[config.mk]
export PLATFORM = sky130hd
export DESIGN_NAME = sram_mem_controller
export DESIGN_NICKNAME = d
export VERILOG_FILES = /design/src/rtl/mem_ctrl_pkg.sv /design/src/rtl/sram_access_timer.sv /design/src/rtl/sram_mem_controller.sv
export SDC_FILE = /design/constraint.sdc
export NUM_CORES = 1
export LEC_CHECK = 0
export ABC_AREA = 1
export BUFFER_PORTS_ARGS = -buffer_cell sky130_fd_sc_hd__clkbuf_2
export CAP_MARGIN = 20
export CORE_MARGIN = 2
export CORE_UTILIZATION = 40
export DETAILED_ROUTE_END_ITERATION = 8
export GPL_TIMING_DRIVEN = 0
export PLACE_DENSITY = 0.69
export SLEW_MARGIN = 20
export SYNTH_ARGS = -nofsm -noshare
export SYNTH_HDL_FRONTEND = slang
export SYNTH_SLANG_ARGS = --single-unit
export TNS_END_PERCENT = 10
[constraint.sdc]
create_clock -name clk -period 3.53 [get_ports clk]
set_input_delay 0.706 -clock clk [delete_from_list [all_inputs] [get_ports clk]]
set_output_delay 0.706 -clock clk [all_outputs]
set_load 0.05 [all_outputs]
[src/rtl/mem_ctrl_pkg.sv]
// Shared types and constants for the MEM-stage SRAM data-memory controller.
package mem_ctrl_pkg;

    typedef enum logic [1:0] {
        IDLE = 2'd0,
        LOW  = 2'd1,
        HIGH = 2'd2,
        DONE = 2'd3
    } state_t;

    localparam logic LOW_HALF  = 1'b0;
    localparam logic HIGH_HALF = 1'b1;

    localparam int DEFAULT_ACCESS_CYCLES = 2;
    localparam int CNT_W = 4;

endpackage

[src/rtl/sram_access_timer.sv]
// Per-phase cycle counter: counts while start is high and wraps to zero
// after the last cycle of a phase so the next half starts fresh.
import mem_ctrl_pkg::*;

module sram_access_timer #(
    parameter int ACCESS_CYCLES = DEFAULT_ACCESS_CYCLES
) (
    input  logic clk,
    input  logic rst,
    input  logic start,
    input  logic clear,
    output logic last_cycle,
    output logic phase_done
);

    localparam logic [CNT_W-1:0] LAST = CNT_W'(ACCESS_CYCLES - 1);

    logic [CNT_W-1:0] count;

    always_ff @(posedge clk or posedge rst) begin
        if (rst) begin
            count <= '0;
        end else if (clear) begin
            count <= '0;
        end else if (start) begin
            count <= last_cycle ? '0 : count + 1'b1;
        end
    end

    assign last_cycle = (count == LAST);
    assign phase_done = start & last_cycle;

endmodule

[src/rtl/sram_mem_controller.sv]
// Splits a 32-bit load/store into two timed 16-bit SRAM accesses (low half
// first) and freezes the pipeline until the access has completed.
import mem_ctrl_pkg::*;

module sram_mem_controller #(
    parameter int ACCESS_CYCLES = DEFAULT_ACCESS_CYCLES,
    parameter int SRAM_AW       = 18
) (
    input  logic               clk,
    input  logic               rst,
    input  logic               wr_en,
    input  logic               rd_en,
    input  logic [31:0]        address,
    input  logic [31:0]        write_data,
    output logic [31:0]        read_data,
    output logic               ready,
    output logic               freeze,
    output logic [SRAM_AW-1:0] sram_addr,
    output logic               sram_we_n,
    output logic [15:0]        sram_dq_out,
    output logic               sram_dq_oe,
    input  logic [15:0]        sram_dq_in
);

    state_t             state, next_state;
    logic [SRAM_AW-2:0] addr_q;
    logic [31:0]        data_q;
    logic               write_q;
    logic [15:0]        low_q;
    logic               active;
    logic               accept;
    logic               last_cycle;
    logic               phase_done;
    logic               unused_bits;

    assign unused_bits = ^{address[31:SRAM_AW+1], address[1:0]};

    assign active = (state == LOW) || (state == HIGH);
    assign accept = (state == IDLE) && (rd_en || wr_en);

    sram_access_timer #(
        .ACCESS_CYCLES(ACCESS_CYCLES)
    ) u_timer (
        .clk       (clk),
        .rst       (rst),
        .start     (active),
        .clear     (!active),
        .last_cycle(last_cycle),
        .phase_done(phase_done)
    );

    always_ff @(posedge clk or posedge rst) begin
        if (rst) begin
            state <= IDLE;
        end else begin
            state <= next_state;
        end
    end

    always_comb begin
        next_state = state;
        case (state)
            IDLE: if (rd_en || wr_en) next_state = LOW;
            LOW:  if (phase_done) next_state = HIGH;
            HIGH: if (phase_done) next_state = DONE;
            DONE: next_state = IDLE;
            default: next_state = IDLE;
        endcase
    end

    // The low half is parked in low_q so read_data only changes when ready rises.
    always_ff @(posedge clk or posedge rst) begin
        if (rst) begin
            addr_q    <= '0;
            data_q    <= '0;
            write_q   <= 1'b0;
            low_q     <= '0;
            read_data <= '0;
        end else begin
            if (accept) begin
                addr_q  <= address[SRAM_AW:2];
                data_q  <= write_data;
                write_q <= wr_en;
            end
            if (state == LOW && !write_q && phase_done) begin
                low_q <= sram_dq_in;
            end
            if (state == HIGH && !write_q && phase_done) begin
                read_data <= {sram_dq_in, low_q};
            end
        end
    end

    // SRAM pins decode only flops; WE rises on the last cycle so the address never moves under WE low.
    always_comb begin
        sram_addr   = '0;
        sram_we_n   = 1'b1;
        sram_dq_out = '0;
        sram_dq_oe  = 1'b0;
        if (state == LOW) begin
            sram_addr = {addr_q, LOW_HALF};
            if (write_q) begin
                sram_dq_oe  = 1'b1;
                sram_dq_out = data_q[15:0];
                sram_we_n   = last_cycle;
            end
        end else if (state == HIGH) begin
            sram_addr = {addr_q, HIGH_HALF};
            if (write_q) begin
                sram_dq_oe  = 1'b1;
                sram_dq_out = data_q[31:16];
                sram_we_n   = last_cycle;
            end
        end
    end

    assign ready  = (state == DONE);
    assign freeze = (rd_en | wr_en) & ~ready;

endmodule

==> results of run 1 <==
-- report_power, final --
part | switching [W] | internal [W] | total [W]
Combinational | 0.00242 | 0.000763 | 0.00318
Clock | 0.000400 | 0.000275 | 0.000675
Sequential | 0.000245 | 0.00175 | 0.00200
-- Yosys cell counts --
| cell type | instances | area (um2) |
|---|---|---|
| buf_2 | 11 | 55.1 |
| buf_4 | 6 | 45.0 |
| buf_6 | 4 | 45.0 |
| clkbuf_1 | 4 | 15.0 |
| clkbuf_2 | 1 | 5.00 |
| clkinv_1 | 1 | 3.75 |
| clkinv_2 | 1 | 5.00 |
| dfrtp_1 | 104 | 2600 |
| ha_1 | 7 | 87.6 |
| inv_1 | 55 | 206 |
| inv_2 | 1 | 3.75 |
| nand2_1 | 160 | 601 |
| nand2_2 | 3 | 18.8 |
| nand3_1 | 52 | 260 |
| nand3_2 | 1 | 10.0 |
| nor2_1 | 23 | 86.3 |
| nor2_2 | 2 | 12.5 |
| nor2_4 | 2 | 22.5 |
| o21ai_0 | 46 | 230 |
| o21ai_1 | 4 | 20.0 |
| o22ai_1 | 13 | 81.3 |
| o22ai_2 | 3 | 37.5 |
| xnor2_1 | 1 | 8.76 |
| xor2_1 | 1 | 8.76 |
-- final timing paths --
check	start	endpoint	slack (ns)	cells past startpoint
setup / recovery	state[1]	sram_addr[6]	0.58	8
hold / removal	rst	addr_q[1]	0.37	2
setup reg to reg	state[0]	addr_q[0]	1.79	6
hold reg to reg	read_data[18]	read_data[18]	0.48	2
max in group asynchronous	rst	u_timer.count[3]	2.56	3
min in group clk	read_data[18]	read_data[18]	0.48	2
-- metrics by stage --
step | total power (W) | instance area, um2 | cells
after floorplan | 0.00445 | 4470 | 506
after global placement | 0.00516 | 5340 | 784
after detailed placement | 0.00523 | 5370 | 785
after CTS | 0.00591 | 5540 | 800
after global routing | 0.00630 | 5540 | 800
final | 0.00586 | 5540 | 800
-- logic make-up after synthesis --
kind of cell	count (synthesis)	share of synthesized area
AO/OA/AOI/OAI	66	0.0825
XOR/XNOR	2	0.00392
adder cells (fa/ha/maj)	7	0.0196
buffers and inverters	84	0.0859
flip-flops	104	0.582
AND/OR/NAND/NOR	243	0.226
-- metal layers --
metal | global-route usage | vias to the layer above
met3 | 0.0403 | 14
met5 | 0 | -
met2 | 0.288 | 141
li1 | - | 1891
met1 | 0.246 | 1751
met4 | 0.0705 | 0
-- area by class of cell --
class                   instances  area share
multi-input cells             318       0.268
well taps                     140      0.0316
flip-flops and latches        104       0.470
repair buffers                139       0.130
clock inverters                 4     0.00542
clock buffers                  11      0.0255
plain buffers                  26      0.0298
inverters                      58      0.0404
-- state kept, by name (all words and copies together), names as in the netlist --
signal         flops
read_data         32
low_q             16
write_q            1
data_q            32
addr_q            17
u_timer.count      4
state              2
-- worst max-delay path: cells and delay by family, from the launching register on --
| kind | cells | cell delay [ns] |
|---|---|---|
| fa+ha+maj | 1 | 0.18 |
| simple gates | 2 | 0.23 |
| buf+inv | 5 | 1.03 |
| flops | 1 | 0.44 |
==> results.py, run 1 <==
metrics = {
    "finish": {
        "nNetsFinal": 747,
        "layout_common_cells": "nand2_1, clkbuf_2, dfrtp_1",
        "final_core_util": 0.509,
        "fill_cells": 1056,
        "antenna_cells": 0,
        "mostFrequentLayoutCell": "nand2_1",
        "area_growth_pct": 23.9,
        "drive_above_1_share": 0.286,
        "multi_input_area_um2": 1490,
        "seq_area_um2": 2600,
    },
    "synthesis": {
        "syn_avg_cell_area_um2": 8.84,
        "yosysUniqueCellTypes": 24,
        "ys_ff_latch": 104,
        "syn_area_um2": 4470,
        "yosysWarningCount": 0,
        "syn_nets": 597,
        "seq_area_frac_synth": 0.582,
        "netlist_instances": 506,
    },
    "critical_path": {
        "required_ns": 2.82,
        "critPathMaxFanout": 10,
        "endpoint_kind": "primary output",
        "path_cells": "inv_1, ha_1, inv_1, nand2_1, clkinv_1, buf_2, nor2_1, clkbuf_2",
        "critical_path.most_common_cell": "inv_1",
        "cp-start-kind": "register",
        "crit_type": "reg2out",
        "crit_slowest_cell": "dfrtp_1",
        "arrival_ns": 2.24,
        "critPathMaxStageDelay_ns": 0.44,
    },
    "sta": {
        "worst_clock_skew_ns": 0.00794,
        "slew_viol_final": 0,
        "hold_viol_final": 0,
        "slew-limit-headroom": 0.681,
        "rsz0062_at_grt": "false",
        "fin_hold_ws_ns": 0.368,
        "finalCritPeriodShare": 0.836,
        "min_period_ns": 2.95,
        "tns_ns": 0,
        "finalWorstSetupSlack_ns": 0.581,
        "tightest_slew_ns": 0.479,
        "setup_violations": 0,
        "fmax_mhz": 339,
    },
    "clock_network": {
        "cts_resized": 0,
        "clkTransAtPathRegs_ns": 0.09,
        "postCtsSetupBuffers": 0,
        "clk_latency_ns": 0.36,
        "numCtsBuffers": 9,
        "clock-root-buffer": "clkbuf_8",
        "cts_hold_buf": 0,
        "cts_tree": "built",
        "htreeDepth": 3,
        "ctsLongestPathBuffers": 2,
        "numClockSinks": 104,
    },
    "placement": {
        "portBuffers": 138,
        "place_hpwl_um": 7870,
        "gp_congestion": 0.831,
        "place_ws_ns": 0.948,
    },
    "routing": {
        "wl_per_cell_um": 13.0,
        "wl_met3_um": 762,
        "viasPerCell": 4.75,
        "drt-initial-drc-count": 235,
        "drc_errors": 0,
        "wl_um": 10400,
        "top_layer": "met4",
        "num_vias": 3797,
        "antenna_left": 0,
        "wl_met1_um": 4850,
        "wl_met2_um": 4630,
        "drt-pass1-iter-count": 4,
    },
    "global_routing": {
        "grt_overflow": 0,
        "first_global_vias": 3679,
        "grt_max_degree": 55,
        "grt_pass1_wl_um": 17000,
        "grt_use_total": 0.182,
        "grt_antenna_before_repair": 0,
    },
    "floorplanning": {
        "die_area_um2": 12000,
        "io_pins": 154,
        "core_um2": 10900,
        "dieHeight_um": 110,
        "start_util": 0.411,
        "num_rows": 38,
        "die_w_um": 110,
    },
    "power": {
        "irDropWorstVdd_mv": 0.567,
        "power_density_nw_per_um2": 1060,
        "power_leakage_nw": 3.00,
    },
    "run": {
        "drv_cap": 0,
    },
    "outcome": {
        "status": "complete, no violations",
    },
    "min_path": {
        "min_path_type": "in2async",
    },
}
Power figures use the tool's default switching activity.
==> run 2: changes to the inputs <==
==> constraint.sdc (replaced) <==
create_clock -name clk -period 2.5 [get_ports clk]
set_input_delay 0.5 -clock clk [delete_from_list [all_inputs] [get_ports clk]]
set_output_delay 0.5 -clock clk [all_outputs]
set_load 0.05 [all_outputs]
==> results.py, run 2 (synthesized netlist as in run 1, its figures left out) <==
metrics = {
    "floorplanning": {
        "dieHeight_um": 110,
        "io_pins": 154,
        "num_rows": 38,
        "start_util": 0.411,
        "die_area_um2": 12000,
        "core_um2": 10900,
        "die_w_um": 110,
    },
    "clock_network": {
        "clock-root-buffer": "clkbuf_8",
        "clk_latency_ns": 0.37,
        "numClockSinks": 104,
        "clkTransAtPathRegs_ns": 0.10,
        "cts_hold_buf": 0,
        "ctsLongestPathBuffers": 2,
        "cts_tree": "built",
        "numCtsBuffers": 9,
        "htreeDepth": 3,
    },
    "global_routing": {
        "busiest_layer": "met2",
        "grt_pass1_wl_um": 17200,
        "grt_max_degree": 35,
        "grt_use_total": 0.186,
        "use_met2": 0.296,
        "grt_overflow": 0,
        "first_global_vias": 3696,
        "use_met1": 0.243,
        "grt_antenna_before_repair": 0,
        "grt_use_met3": 0.0456,
    },
    "finish": {
        "stdcell_area_um2": 5780,
        "layout_common_cells": "nand2_1, clkbuf_2, dfrtp_1",
        "top_regs": "data_q x32, read_data x32, addr_q x17",
        "mostFrequentLayoutCell": "nand2_1",
        "antenna_cells": 0,
        "area_growth_pct": 29.3,
        "drive_above_1_share": 0.305,
        "nNetsFinal": 751,
    },
    "routing": {
        "drc_errors": 0,
        "wl_per_cell_um": 13.2,
        "drt-pass1-iter-count": 7,
        "viasPerCell": 4.77,
        "drt-initial-drc-count": 215,
        "antenna_left": 0,
        "num_vias": 3841,
        "wl_um": 10600,
    },
    "critical_path": {
        "reg2reg_from": "state[0]",
        "rrSetupSlack_ns": 0.80,
        "crit_type": "reg2out",
        "reg2regPathDepth": 6,
        "cp-start-kind": "register",
        "required_ns": 2.00,
        "path_depth": 8,
        "arrival_ns": 1.90,
        "critPathMaxStageDelay_ns": 0.44,
        "critical_path.most_common_cell": "inv_2",
        "r2r_end": "addr_q[6]",
        "endpoint_kind": "primary output",
        "endpoint": "sram_addr[9]",
        "path_cells": "inv_2, ha_2, inv_2, nand2_2, clkinv_4, buf_4, nor2_1, clkbuf_8",
        "critPathTopFamily": "buffers and inverters",
        "crit_slowest_cell": "dfrtp_1",
        "startpoint": "state[0]",
        "crit_buf_inv": 5,
        "critPathMaxFanout": 10,
    },
    "placement": {
        "gp_congestion": 0.801,
        "portBuffers": 138,
        "place_area_um2": 5400,
        "place_hpwl_um": 8050,
    },
    "power": {
        "switchingPower_w": 0.00442,
        "clock_power_share": 0.145,
        "intPower_w": 0.00440,
        "irDropWorstVdd_mv": 0.822,
        "power_density_nw_per_um2": 1520,
        "power_leakage_nw": 3.09,
        "sw_frac_of_total": 0.501,
        "power_frac_comb": 0.534,
        "seq_power_share": 0.321,
    },
    "outcome": {
        "status": "complete, no violations",
    },
    "min_path": {
        "min_path_type": "in2async",
    },
    "sta": {
        "hold_viol_final": 0,
        "tns_ns": 0,
        "slew-limit-headroom": 0.711,
        "rsz0062_at_grt": "true",
        "worst_clock_skew_ns": 0.0171,
        "setup_violations": 0,
        "tightest_slew_ns": 0.434,
        "slew_viol_final": 0,
        "min_period_ns": 2.40,
        "fmax_mhz": 416,
        "finalCritPeriodShare": 0.961,
    },
    "run": {
        "drv_cap": 0,
    },
}
-- run 2: changes by cell type in the layout (fill, tap and decap cells not counted), sizes merged --
| cell | change |
|---|---|
| buf | +20 |
| clkbuf | -18 |
| bufinv | +3 |
| clkinv | -1 |
| clkinvlp | +1 |
-- run 2: repair_timing --
action | in CTS | in global routing
buffers inserted | 0 | 2
setup endpoints to repair | 27 | 22
gates resized for setup | 30 | 24
pin swaps | 0 | 0
endpoints found under the hold margin | 0 | 0
-- run 2: power groups by stage --
stage	logic [W]	registers (W)	clock network (W)
2_1_floorplan	0.00266	0.00362	0
3_5_place_dp	0.00453	0.00287	0
4_1_cts	0.00469	0.00284	0.00131
6_report	0.00471	0.00283	0.00128
3_3_place_gp	0.00444	0.00284	0
5_1_grt	0.00514	0.00292	0.00138
-- run 2: metrics by stage --
step	hold WS (ns)	setup WS (ns)	power, W	std cells	utilization
after floorplan	0.443	0.103	0.00628	506	-
after global placement	0.455	0.0958	0.00728	784	0.491
after detailed placement	0.460	0.160	0.00740	787	0.496
after CTS	0.0590	0.00558	0.00883	803	0.528
after global routing	0.0648	-0.0372	0.00944	805	0.531
final	0.0743	0.0963	0.00882	805	0.531
-- run 2: worst min-delay path by stage --
stage                              from       endpoint  slack [ns]  cells after the start
after global placement    read_data[16]  read_data[16]        0.45                      2
after detailed placement  read_data[16]  read_data[16]        0.46                      2
after floorplan                low_q[0]       low_q[0]        0.44                      2
final                               rst      data_q[2]        0.07                      2
after global routing                rst      data_q[2]        0.06                      2
after CTS                           rst      data_q[2]        0.06                      2
-- run 2: layout make-up --
type                            instances  area (um2)
Clock inverter                          7         126
Sequential cell                       104        2600
Buffer                                 26         176
Clock buffer                            9         124
Tap cell                              140         175
Timing Repair Buffer                  143         841
Inverter                               58         228
Multi-Input combinational cell        318        1510
Fill cell                            1037        5110
-- run 2: metal layers --
layer / up-vias / routed length (um)
met1: 1794 / 4810
li1: 1894 / -
met3: 11 / 746
met4: 0 / 123
met5: - / 0
met2: 142 / 4930
